--- config.mk ---
export PLATFORM = sky130hd
export DESIGN_NAME = seq_alu
export DESIGN_NICKNAME = d
export VERILOG_FILES = /design/src/rtl/seq_alu_pkg.sv /design/src/rtl/seq_alu_divider.sv /design/src/rtl/seq_alu.sv
export SDC_FILE = /design/constraint.sdc
export NUM_CORES = 1
export LEC_CHECK = 0
export CAP_MARGIN = 20
export CORE_AREA = 2 2 95 97
export DETAILED_ROUTE_END_ITERATION = 10
export DIE_AREA = 0 0 97 99
export GPL_TIMING_DRIVEN = 0
export HOLD_SLACK_MARGIN = 0.08
export PLACE_DENSITY = 0.8
export RECOVER_POWER = 50
export SYNTH_ARGS = -nofsm -noshare
export SYNTH_HDL_FRONTEND = slang
export SYNTH_SLANG_ARGS = --single-unit
--- constraint.sdc ---
create_clock -name clk -period 3.5 [get_ports clk]
set_input_delay 1.05 -clock clk [delete_from_list [all_inputs] [get_ports clk]]
set_output_delay 1.05 -clock clk [all_outputs]
set_load 0.01 [all_outputs]
--- src/rtl/seq_alu_pkg.sv ---
// Shared definitions for seq_alu: op codes, FSM state encoding and the
// iteration-counter width helper.
package seq_alu_pkg;

  localparam logic [2:0] OP_ADD  = 3'b000;
  localparam logic [2:0] OP_SUB  = 3'b001;
  localparam logic [2:0] OP_RSUB = 3'b010;
  localparam logic [2:0] OP_MUL  = 3'b011;
  localparam logic [2:0] OP_DIV  = 3'b100;
  localparam logic [2:0] OP_RDIV = 3'b101;
  localparam logic [2:0] OP_AND  = 3'b110;
  localparam logic [2:0] OP_OR   = 3'b111;

  typedef enum logic [1:0] {
    IDLE = 2'd0,
    MUL  = 2'd1,
    DIV  = 2'd2,
    DONE = 2'd3
  } state_e;

  function automatic int cnt_w(input int width);
    return $clog2(width + 1);
  endfunction

endpackage

--- src/rtl/seq_alu_divider.sv ---
// Restoring unsigned divider, one quotient bit per cycle. Only built when
// SEQ_ALU_DIV_EN is defined; done/quotient/remainder describe the final step.
`ifdef SEQ_ALU_DIV_EN
module seq_alu_divider
  import seq_alu_pkg::*;
#(
  parameter int WIDTH = 8,
  localparam int CW = cnt_w(WIDTH)
) (
  input  logic             clk,
  input  logic             rst_n,
  input  logic             start,
  input  logic [WIDTH-1:0] dividend,
  input  logic [WIDTH-1:0] divisor,
  output logic             done,
  output logic [WIDTH-1:0] quotient,
  output logic [WIDTH-1:0] remainder,
  output logic [CW-1:0]    counter
);

  logic             busy_q, busy_d;
  logic [CW-1:0]    cnt_q, cnt_d;
  logic [WIDTH-1:0] rem_q, rem_d;
  logic [WIDTH-1:0] quo_q, quo_d;
  logic [WIDTH-1:0] dsor_q, dsor_d;

  logic [WIDTH:0]   shifted;
  logic             fits;
  logic [WIDTH-1:0] rem_nx;
  logic [WIDTH-1:0] quo_nx;

  // One restoring step: shift in the next dividend bit, subtract if it fits.
  always_comb begin
    shifted = {rem_q, quo_q[WIDTH-1]};
    fits    = shifted >= {1'b0, dsor_q};
    rem_nx  = fits ? WIDTH'(shifted - {1'b0, dsor_q}) : shifted[WIDTH-1:0];
    quo_nx  = {quo_q[WIDTH-2:0], fits};
  end

  always_comb begin
    done      = busy_q && (cnt_q == CW'(WIDTH - 1));
    quotient  = quo_nx;
    remainder = rem_nx;
    counter   = cnt_q;
  end

  always_comb begin
    busy_d = busy_q;
    cnt_d  = cnt_q;
    rem_d  = rem_q;
    quo_d  = quo_q;
    dsor_d = dsor_q;
    if (start) begin
      busy_d = 1'b1;
      cnt_d  = '0;
      rem_d  = '0;
      quo_d  = dividend;
      dsor_d = divisor;
    end else if (busy_q) begin
      rem_d  = rem_nx;
      quo_d  = quo_nx;
      cnt_d  = done ? '0 : cnt_q + 1'b1;
      busy_d = !done;
    end
  end

  always_ff @(posedge clk or negedge rst_n) begin
    if (!rst_n) begin
      busy_q <= 1'b0;
      cnt_q  <= '0;
      rem_q  <= '0;
      quo_q  <= '0;
      dsor_q <= '0;
    end else begin
      busy_q <= busy_d;
      cnt_q  <= cnt_d;
      rem_q  <= rem_d;
      quo_q  <= quo_d;
      dsor_q <= dsor_d;
    end
  end

endmodule
`endif

--- src/rtl/seq_alu.sv ---
// Sequential ALU: one op at a time via valid/ready, iterative multiply and
// (when SEQ_ALU_DIV_EN is defined) iterative divide, double-width result.
//
// Handshake: a request is taken on a rising edge with in_valid && in_ready;
// a result is taken on a rising edge with out_valid && out_ready. in_ready is
// high only in IDLE, out_valid only in DONE, so accept and consume never
// share a cycle.
module seq_alu
  import seq_alu_pkg::*;
#(
  parameter int WIDTH = 8
) (
  input  logic               clk,
  input  logic               rst_n,
  input  logic               in_valid,
  output logic               in_ready,
  input  logic [2:0]         op,
  input  logic [WIDTH-1:0]   a,
  input  logic [WIDTH-1:0]   b,
  output logic               out_valid,
  input  logic               out_ready,
  output logic [2*WIDTH-1:0] result,
  output logic               flag_zero,
  output logic               flag_carry,
  output logic               flag_err
);

  localparam int W2 = 2 * WIDTH;
  localparam int CW = cnt_w(WIDTH);

  if (WIDTH < 2 || WIDTH > 16) begin : g_width_chk
    $error("seq_alu: WIDTH must be in 2..16");
  end

  state_e          state_q, state_d;
  logic [CW-1:0]   cnt_q, cnt_d;
  logic [W2-1:0]   mcand_q, mcand_d;
  logic [W2-1:0]   acc_q, acc_d;
  logic [WIDTH-1:0] mplier_q, mplier_d;
  logic [W2-1:0]   result_q, result_d;
  logic            zero_q, zero_d;
  logic            carry_q, carry_d;
  logic            err_q, err_d;

  logic            accept;
  logic            last_iter;
  logic [W2-1:0]   acc_next;
  logic [WIDTH:0]  sum;
  logic [W2-1:0]   s_res;
  logic            s_carry;
  logic            s_err;

  assign accept    = in_valid && (state_q == IDLE);
  assign last_iter = cnt_q == CW'(WIDTH - 1);

`ifdef SEQ_ALU_DIV_EN
  logic             is_div;
  logic             div_start;
  logic             div_done;
  logic [WIDTH-1:0] dividend;
  logic [WIDTH-1:0] divisor;
  logic [WIDTH-1:0] div_quo;
  logic [WIDTH-1:0] div_rem;
  logic [CW-1:0]    div_cnt;

  assign is_div    = (op == OP_DIV) || (op == OP_RDIV);
  assign dividend  = (op == OP_DIV) ? a : b;
  assign divisor   = (op == OP_DIV) ? b : a;
  assign div_start = accept && is_div && (divisor != '0);

  seq_alu_divider #(.WIDTH(WIDTH)) u_divider (
    .clk       (clk),
    .rst_n     (rst_n),
    .start     (div_start),
    .dividend  (dividend),
    .divisor   (divisor),
    .done      (div_done),
    .quotient  (div_quo),
    .remainder (div_rem),
    .counter   (div_cnt)
  );
`endif

  // Single-cycle results; divide rows here only cover the no-iteration cases.
  always_comb begin
    sum     = {1'b0, a} + {1'b0, b};
    s_res   = '0;
    s_carry = 1'b0;
    s_err   = 1'b0;
    case (op)
      OP_ADD: begin
        s_res[WIDTH-1:0] = sum[WIDTH-1:0];
        s_carry          = sum[WIDTH];
      end
      OP_SUB: begin
        s_res[WIDTH-1:0] = a - b;
        s_carry          = a < b;
      end
      OP_RSUB: begin
        s_res[WIDTH-1:0] = b - a;
        s_carry          = b < a;
      end
      OP_MUL: s_res = '0;
      OP_DIV: begin
`ifdef SEQ_ALU_DIV_EN
        s_res = {a, {WIDTH{1'b1}}};
`endif
        s_err = 1'b1;
      end
      OP_RDIV: begin
`ifdef SEQ_ALU_DIV_EN
        s_res = {b, {WIDTH{1'b1}}};
`endif
        s_err = 1'b1;
      end
      OP_AND: s_res[WIDTH-1:0] = a & b;
      OP_OR:  s_res[WIDTH-1:0] = a | b;
    endcase
  end

  // State register
  always_ff @(posedge clk or negedge rst_n) begin
    if (!rst_n) state_q <= IDLE;
    else        state_q <= state_d;
  end

  // Next-state logic
  always_comb begin
    state_d = state_q;
    case (state_q)
      IDLE: begin
        if (accept) begin
          if (op == OP_MUL) state_d = MUL;
`ifdef SEQ_ALU_DIV_EN
          else if (is_div && (divisor != '0)) state_d = DIV;
`endif
          else state_d = DONE;
        end
      end
      MUL: if (last_iter) state_d = DONE;
      DIV: begin
`ifdef SEQ_ALU_DIV_EN
        if (div_done) state_d = DONE;
`else
        state_d = IDLE;
`endif
      end
      DONE: if (out_ready) state_d = IDLE;
    endcase
  end

  // Output logic
  always_comb begin
    in_ready   = (state_q == IDLE);
    out_valid  = (state_q == DONE);
    result     = result_q;
    flag_zero  = zero_q;
    flag_carry = carry_q;
    flag_err   = err_q;
  end

  assign acc_next = acc_q + (mplier_q[0] ? mcand_q : '0);

  // Datapath: operand capture, shift-add multiply, result/flag registration.
  always_comb begin
    cnt_d    = cnt_q;
    mcand_d  = mcand_q;
    mplier_d = mplier_q;
    acc_d    = acc_q;
    result_d = result_q;
    zero_d   = zero_q;
    carry_d  = carry_q;
    err_d    = err_q;
    case (state_q)
      IDLE: begin
        if (accept) begin
          cnt_d    = '0;
          mcand_d  = {{WIDTH{1'b0}}, a};
          mplier_d = b;
          acc_d    = '0;
          result_d = s_res;
          zero_d   = (s_res == '0);
          carry_d  = s_carry;
          err_d    = s_err;
        end
      end
      MUL: begin
        acc_d    = acc_next;
        mcand_d  = mcand_q << 1;
        mplier_d = mplier_q >> 1;
        cnt_d    = cnt_q + 1'b1;
        if (last_iter) begin
          cnt_d    = '0;
          result_d = acc_next;
          zero_d   = (acc_next == '0);
          carry_d  = 1'b0;
          err_d    = 1'b0;
        end
      end
      DIV: begin
`ifdef SEQ_ALU_DIV_EN
        // Mirror the divider's counter so the iteration count stays visible here.
        cnt_d = div_cnt;
        if (div_done) begin
          cnt_d    = '0;
          result_d = {div_rem, div_quo};
          zero_d   = ({div_rem, div_quo} == '0);
          carry_d  = 1'b0;
          err_d    = 1'b0;
        end
`endif
      end
      DONE: ;
    endcase
  end

  always_ff @(posedge clk or negedge rst_n) begin
    if (!rst_n) begin
      cnt_q    <= '0;
      mcand_q  <= '0;
      mplier_q <= '0;
      acc_q    <= '0;
      result_q <= '0;
      zero_q   <= 1'b0;
      carry_q  <= 1'b0;
      err_q    <= 1'b0;
    end else begin
      cnt_q    <= cnt_d;
      mcand_q  <= mcand_d;
      mplier_q <= mplier_d;
      acc_q    <= acc_d;
      result_q <= result_d;
      zero_q   <= zero_d;
      carry_q  <= carry_d;
      err_q    <= err_d;
    end
  end

endmodule

* Word level (Yosys, flattened, before mapping)
Cells that the tools add are included. W data, S select, Z words.
Word-level totals: flip-flop bits (word level) 65, bits of input ports 23, output and inout port bits 21
Operators by class: add/sub/neg operators 5, magnitude comparators 2, eq/ne operators 14, multiplexer cells 29, bitwise logic cells 2, reductions and logical operators 10
Operators with widths (count):
- $pmux W16 S2 | 3
- $mux W16 | 5
- $pmux W8 S5 | 1
- $logic_not A16 Y1 | 2
- $add A16 B16 Y16 | 1
- $lt A8 B8 Y1 | 2
- $pmux W8 S2 | 1
- $sub A8 B8 Y8 | 2
- $eq A3 B3 Y1 const B | 4
- $add A8 B8 Y9 | 1
- $and A8 B8 Y8 | 1
- $mux W2 | 4
- $mux W4 | 2
- $mux W8 | 1
- $or A8 B8 Y8 | 1
- $pmux W2 S4 | 1
- $pmux W4 S2 | 1
- $eq A3 B2 Y1 const B | 2
- $mux W1 | 6
- $pmux W1 S2 | 3
- $reduce_and A3 Y1 | 2
- $add A4 B1 Y4 const B | 1
- $eq A2 B2 Y1 const B | 2
- $eq A4 B3 Y1 const B | 1
- other kinds (11) | 12

* Longest topological paths before layout
Gate-level depths: netlist of run 1.
depth after elaboration 5, mapped depth 12

* Least setup slack after synthesis of run 1
No wires, ideal clock.
kind input to register, from input port b[0], to register zero_q, in the netlist flag_zero, library setup time 0.066 ns, arrival time 3.140 ns, slack 0.295 ns, stages on the path 11, buffers on the path 0, cell sequence inv_1 ha_1 fa_1 o21bai_1 a21oi_1 o31a_1 a22o_2 a2111oi_0 o22ai_1 o31ai_1 a31o_1
On the way: cells in the longest elaborated chain, start to end 5, elaborated cells between the ends (all ways) 9
Ends and longest elaborated chain:
- from (decl) | RTL line seq_alu.sv:19 | input logic [WIDTH-1:0] b,
- $sub A8 B8 Y8 (tied with other cells) | RTL line seq_alu.sv:100 | s_res[WIDTH-1:0] = b - a;
- $pmux W8 S5 (*) | RTL line seq_alu.sv:90 | case (op)
- $logic_not A16 Y1 (*) | RTL line seq_alu.sv:182 | zero_d = (s_res == '0);
- $mux W1 (*) | RTL line seq_alu.sv:176 | if (accept) begin
- $pmux W1 S2 (*) | RTL line seq_alu.sv:174 | case (state_q)
- to (signal assigned) | RTL line seq_alu.sv:233 | zero_q <= zero_d;
- to (decl) | RTL line seq_alu.sv:41 | logic zero_q, zero_d;
Every way passes the cells marked *; elsewhere a longest branch is shown, timed or not. The select of a mux whose other input is x is not followed. A chain may end at the register's enable or synchronous reset.

* Worst setup path in the final report of run 1
from input port a[3], to register zero_q, in the netlist flag_zero
On the way: cells in the longest elaborated chain, start to end 5, elaborated cells between the ends (all ways) 9
Ends and longest elaborated chain:
- from (decl) | RTL line seq_alu.sv:18 | input logic [WIDTH-1:0] a,
- $sub A8 B8 Y8 (tied with other cells) | RTL line seq_alu.sv:100
- $pmux W8 S5 (*) | RTL line seq_alu.sv:90
- $logic_not A16 Y1 (*) | RTL line seq_alu.sv:182
- $mux W1 (*) | RTL line seq_alu.sv:176
- $pmux W1 S2 (*) | RTL line seq_alu.sv:174
Marks and branches as above.

==> impl_metrics.json, run 1 <==
{
  "status": "finished with violations",
  "violations": "max-capacitance violations, max-slew violations",
  "ys.flop_type": "dfrtp_1",
  "worstSkewPairLatency_ns": 0.35,
  "synth_edf_count": 0,
  "yosysMostFrequentCell": "nand2_1",
  "final_layout_size_suffix_gt1_share_pct": 11.02,
  "r2r_start": "mplier_q[0]",
  "slew_headroom_pct": -7.388,
  "die_x_um": 97,
  "die_h_um": 99,
  "vias_per_cell": 6.165,
  "ctsHoldBuffers": 0,
  "cp.arrival_ns": 3.75,
  "grt_use_total_pct": 28.74,
  "cp-start-kind": "input pin",
  "syn2layout_area_growth_pct": 16.66,
  "finalNetCount": 717,
  "slew_violations": 66,
  "p_leak_nw": 2.710,
  "cp_max_fo": 6,
  "io_buffers": 41,
  "netlist_area_mm2": 0.004972,
  "place_ws_ns": -0.7351,
  "required_ns": 3.79,
  "powerDensity_mw_per_mm2": 698.4,
  "cts_buffers": 9,
  "seq_power_share_pct": 31.7,
  "synth_top_area_share_pct": 32.71,
  "worstHoldStart": "result[2]",
  "startpoint": "a[3]",
  "hold_ws_ns": 0.4788,
  "finalCritPeriodShare_pct": 98.87,
  "routabilityCongestion": 0.9221,
  "htreeDepth": 3,
  "grt_pass1_wl_mm": 22.24,
  "yosys.cell_types.count": 69,
  "critical_path_class": "input pin to flop",
  "syn_area_per_cell_um2": 8.442,
  "cap_violations": 1,
  "drtAntennaViolNets": 0,
  "power_frac_clock_pct": 14.2,
  "fin_worst_skew_ns": 0.008711,
  "overflow": 0,
  "cts_buffer_depth": 2,
  "grt_pass1_vias": 4525,
  "synth.top_cells.by_area": "dfrtp_1, ha_1, nand2_1",
  "synth_largest_area_cell": "dfrtp_1",
  "cts_tree": "built",
  "critPathCaptureType": "flop",
  "tightest_slew_ns": 1.611,
  "antenna_cells": 0,
  "reg2reg_slack_ns": 0.37,
  "root_buffer": "clkbuf_8",
  "layout_setup_ws_ns": 0.03938,
  "switching_share_pct": 45.20,
  "clk_transition_reported_paths_ns": 0.07,
  "antenna_found_initial": 0,
  "combPwrFrac_pct": 54.1,
  "synth_commonest_cells": "nand2_1, dfrtp_1, o21ai_0",
  "hp-class": "flop to flop",
  "core_area_mm2": 0.008551,
  "ys_ff_latch": 65,
  "p_int_mw": 2.220,
  "cts.sinks": 65,
  "fill_cells": 707,
  "synth_async_sr_flop_share_pct": 100.0,
  "layout_min_cycle_time_ns": 3.461,
  "yosysSeqAreaShare_pct": 32.71,
  "firstDrtPassIters": 5,
  "wl_mm": 13.58,
  "yosysWarningCount": 0,
  "finalPower_mw": 4.051,
  "avgRoutedWirePerCell_um": 18.05,
  "vias": 4636,
  "synthesis.nets": 665,
  "ioPinCount": 44,
  "hold_viol_final": 0,
  "place_hpwl_mm": 10.39,
  "ir_worst_vdd_v": 0.0002330,
  "remaining_drc_errors": 0,
  "die_area_mm2": 0.009603,
  "fmax_ghz": 0.2890,
  "grt_max_degree": 66,
  "drt_iter0_drc": 263,
  "std_cell_rows": 34,
  "finalSetupViolations": 0,
  "start_util_pct": 58.15,
  "p_switching_mw": 1.831,
  "syn_inst": 589
}
## sequential cells by signal, summed over array words and instances, names as in the netlist
signal      flops
flag_err        1
mcand_q        16
result         16
mplier_q        8
flag_carry      1
flag_zero       1
acc_q          16
cnt_q           4
state_q         2
## per-layer routing
metal | up-vias | global-route usage [%] | part of all wire, %
met2 | 198 | 50.16 | 51
li1 | 2178 | - | -
met4 | 0 | 13.00 | 3.6
met3 | 42 | 4.326 | 5.7
met5 | - | 0 | 0
met1 | 2218 | 35.28 | 40
## metrics by stage
stage	std cells	area [µm²]	utilization [%]	setup TNS, ns
floorplan	589	4972	-	0
global placement	738	5518	64.53	-49.84
detailed placement	738	5515	64.50	-3.152
CTS	751	5725	66.96	0
global route	752	5801	67.84	-0.1687
finish	752	5801	67.84	0
## logic make-up after synthesis
| group | synth area share [%] |
|---|---|
| flops | 32.71 |
| compound gates | 24.06 |
| mux | 2.063 |
| buf+inv | 5.762 |
| fa+ha+maj | 13.94 |
| simple gates | 18.65 |
| xor+xnor | 2.818 |
## worst max-delay path: stages
cell and delay [ns]:
clkdlybuf4s50_1 0.51, inv_1 0.12, ha_2 0.43, o21ai_0 0.11, nor2_1 0.20, o21ai_0 0.18
a21oi_2 0.23, o311ai_0 0.13, a311o_1 0.34, o31ai_2 0.31, a31o_1 0.14
## path summary, 6_finish.rpt
path                         endpoint  cells past startpoint
max                         flag_zero                     11
min in group asynchronous  result[14]                      1
max in group asynchronous  mcand_q[5]                      1
min                         result[2]                      2
max reg2reg                 flag_zero                     11
min reg2reg                 result[2]                      2
## power by group through the flow
stage / Combinational [mW] / Sequential, mW / Clock, mW
after global placement: 2.07 / 1.28 / 0
after CTS: 2.15 / 1.28 / 0.582
after floorplan: 1.40 / 1.27 / 0
final: 2.19 / 1.28 / 0.577
after global routing: 2.42 / 1.33 / 0.613
after detailed placement: 2.13 / 1.29 / 0
## layout by cell type, fill, tap and decap left out, types with 4 or more instances in the layout
cell             synthesis  routed
clkbuf_8                 0      11
o21ai_0                 50      49
a211oi_1                 5       5
nor2_1                  47      45
o41ai_1                  4       4
clkdlybuf4s50_1          0      31
o31ai_1                  6       5
o211ai_1                 5       5
xnor2_1                 11      11
nor2b_1                  7       7
a21o_1                   9       9
o22ai_1                  5       4
nand2_1                 83      83
o21bai_1                 7       6
inv_1                   29      23
nor3_1                   9       9
a22o_1                  14      14
inv_2                    1       7
ha_1                    49      46
clkbuf_1                25      22
mux2i_1                  8       8
and3_1                   5       5
a21oi_2                  0       6
nand3_1                  9       8
clkbuf_2                 0       4
dfrtp_1                 65      65
nand2b_1                 6       6
xor2_1                   5       5
and2_1                  16      16
a21oi_1                 38      32
## what timing repair did
item / CTS / global route
resized for setup: 22 / 25
pin swaps: 3 / 4
setup buffers: 0 / 1
endpoints found under the setup margin: 5 / 4
## cell type report
cell class                 count  area, µm²  area share, %
multi-input combinational    459       3176          54.75
sequential                    65       1627          28.04
timing repair buffer          42      406.6          7.010
buffer                        34      175.2          3.020
clock buffer                  11      151.4          2.610
tap                          108      135.1          2.330
inverter                      30      112.6          1.941
clock inverter                 3      17.52         0.3020
No activity file was read; power rests on OpenSTA's default activity.
==> run 2: changes to the inputs <==
--- a/config.mk
+++ b/config.mk
@@ -13,6 +13,7 @@
 export HOLD_SLACK_MARGIN = 0.08
 export PLACE_DENSITY = 0.8
 export RECOVER_POWER = 50
+export SLEW_MARGIN = 40
 export SYNTH_ARGS = -nofsm -noshare
 export SYNTH_HDL_FRONTEND = slang
 export SYNTH_SLANG_ARGS = --single-unit
==> constraint.sdc (replaced) <==
create_clock -name clk -period 3.8 [get_ports clk]
set_input_delay 1.14 -clock clk [delete_from_list [all_inputs] [get_ports clk]]
set_output_delay 1.14 -clock clk [all_outputs]
set_load 0.01 [all_outputs]
==> run 2 against run 1 <==
The run now ends clean. Total power fell by 4.7%. Sequential cell count did not move. Utilization fell by 0.073 points. Via count fell by 0.93%. Die area did not move. Cell count rose by 0.40%. Largest power group unchanged.
==> impl_metrics.json, run 2 (synthesized netlist as in run 1, its figures left out) <==
{
  "antenna_cells": 0,
  "avgRoutedWirePerCell_um": 18.09,
  "status": "finished clean",
  "place_ws_ns": -0.5563,
  "p_switching_mw": 1.702,
  "std_cell_rows": 34,
  "worstSkewPairLatency_ns": 0.36,
  "critical_path_class": "input pin to flop",
  "grt_use_total_pct": 29.33,
  "io_buffers": 41,
  "final_layout_size_suffix_gt1_share_pct": 8.037,
  "syn2layout_area_growth_pct": 16.53,
  "fin_worst_skew_ns": 0.008959,
  "drtAntennaViolNets": 0,
  "vias_per_cell": 6.083,
  "drt_iter0_drc": 326,
  "cp_max_fo": 9,
  "use_met2_pct": 50.27,
  "remaining_drc_errors": 0,
  "antenna_found_initial": 0,
  "die_x_um": 97,
  "combPwrFrac_pct": 51.9,
  "die_h_um": 99,
  "place_hpwl_mm": 10.49,
  "layout_min_cycle_time_ns": 3.669,
  "routabilityCongestion": 0.9221,
  "postCtsSetupBuffers": 0,
  "ctsHoldBuffers": 0,
  "ir_worst_vdd_v": 0.0002428,
  "finalSetupViolations": 0,
  "p_int_mw": 2.160,
  "grt_pass1_vias": 4624,
  "cp.arrival_ns": 3.97,
  "busiest_layer": "met2",
  "core_area_mm2": 0.008551,
  "post-route-util_pct": 67.76,
  "p_leak_nw": 2.719,
  "placed_cells": 739,
  "cts.sinks": 65,
  "layout_setup_ws_ns": 0.1305,
  "powerDensity_mw_per_mm2": 666.4,
  "required_ns": 4.10,
  "cp-start-kind": "input pin",
  "cap_violations": 0,
  "final_cell_mix": "nand2_1, dfrtp_1, o21ai_0",
  "start_util_pct": 58.15,
  "grt_max_degree": 44,
  "cts_tree": "built",
  "hp-class": "flop to flop",
  "fmax_ghz": 0.2725,
  "switching_share_pct": 44.06,
  "htreeDepth": 3,
  "hold_ws_ns": 0.4784,
  "slew_violations": 0,
  "wl_mm": 13.66,
  "grt_pass1_wl_mm": 22.60,
  "final_common_cell": "nand2_1",
  "ioPinCount": 44,
  "seq_power_share_pct": 30.6,
  "overflow": 0,
  "hold_viol_final": 0,
  "cts_buffers": 9,
  "finalCritPeriodShare_pct": 96.56,
  "root_buffer": "clkbuf_8",
  "rsz0062_at_grt": "false",
  "layoutNonFillerInstCount": 755,
  "use_met1_pct": 35.52,
  "critPathCaptureType": "flop",
  "firstDrtPassIters": 5,
  "vias": 4593,
  "tightest_slew_ns": 1.195,
  "power_frac_clock_pct": 17.5,
  "cts_buffer_depth": 2,
  "finalNetCount": 718,
  "clk_transition_reported_paths_ns": 0.08,
  "use_met3_pct": 5.177,
  "die_area_mm2": 0.009603,
  "slew_headroom_pct": 20.33
}
==> run 2: cell types whose count changed in the layout (fill, tap and decap cells not counted), moves of 2 or more <==
cell             delta
clkbuf_2            -2
clkbuf_1            +4
ha_2                -2
ha_1                +3
clkdlybuf4s50_1     +4
bufinv_16           +2
inv_1               +4
inv_2               -4
a21oi_2             -4
a21oi_1             +4
dlygate4sd2_1       -2
==> run 2: cell type report <==
class | count | area, µm²
timing repair buffer | 42 | 412.9
clock inverter | 5 | 78.83
buffer | 35 | 175.2
inverter | 30 | 112.6
multi-input combinational | 459 | 3112
sequential | 65 | 1627
tap | 108 | 135.1
fill | 704 | 2756
clock buffer | 11 | 141.4
==> run 2: path summary, 6_finish.rpt <==
path                              from           to  slack, ns  cells past startpoint
hold reg to reg              result[4]    result[4]       0.48                      2
setup / recovery                  a[2]    flag_zero       0.13                     12
setup reg to reg           mplier_q[0]    flag_zero       0.72                     11
max in group asynchronous        rst_n  mplier_q[6]       1.14                      2
min in group asynchronous        rst_n   result[14]       1.00                      1
hold / removal               result[4]    result[4]       0.48                      2
==> run 2: power groups by stage <==
stage	Clock (mW)	Sequential (mW)	Combinational, mW
4_1_cts	0.680	1.18	1.99
5_1_grt	0.713	1.22	2.21
2_1_floorplan	0	1.17	1.29
3_5_place_dp	0	1.19	1.96
6_report	0.675	1.18	2.00
3_3_place_gp	0	1.18	1.90
==> run 2: stage by stage <==
step	TNS, ns	cell area [µm²]	power [mW]
2_1_floorplan	0	4972	2.460
3_3_place_gp	-35.02	5518	3.080
3_5_place_dp	-2.008	5535	3.152
4_1_cts	0	5783	3.845
5_1_grt	0	5794	4.140
6_report	0	5794	3.862
==> run 2: worst max-delay path, stage by stage <==
cell and delay, ns:
clkdlybuf4s50_1 0.50, inv_1 0.12, ha_1 0.32, buf_6 0.14, o21bai_1 0.17, a21oi_1 0.14
o31a_1 0.30, a22o_2 0.24, a2111oi_4 0.33, o22ai_2 0.17, o31ai_2 0.25, a31o_1 0.14
==> run 2: layer usage <==
metal,routed length [µm],share of wire (%)
met1,5636,41
met2,6761,50
met3,639,4.7
met4,618,4.5
met5,0,0
==> run 2: repair_timing <==
item | 4_1_cts | 5_1_grt
resized for setup | 12 | 9
setup endpoints to repair | 2 | 4
pin swaps | 2 | 3
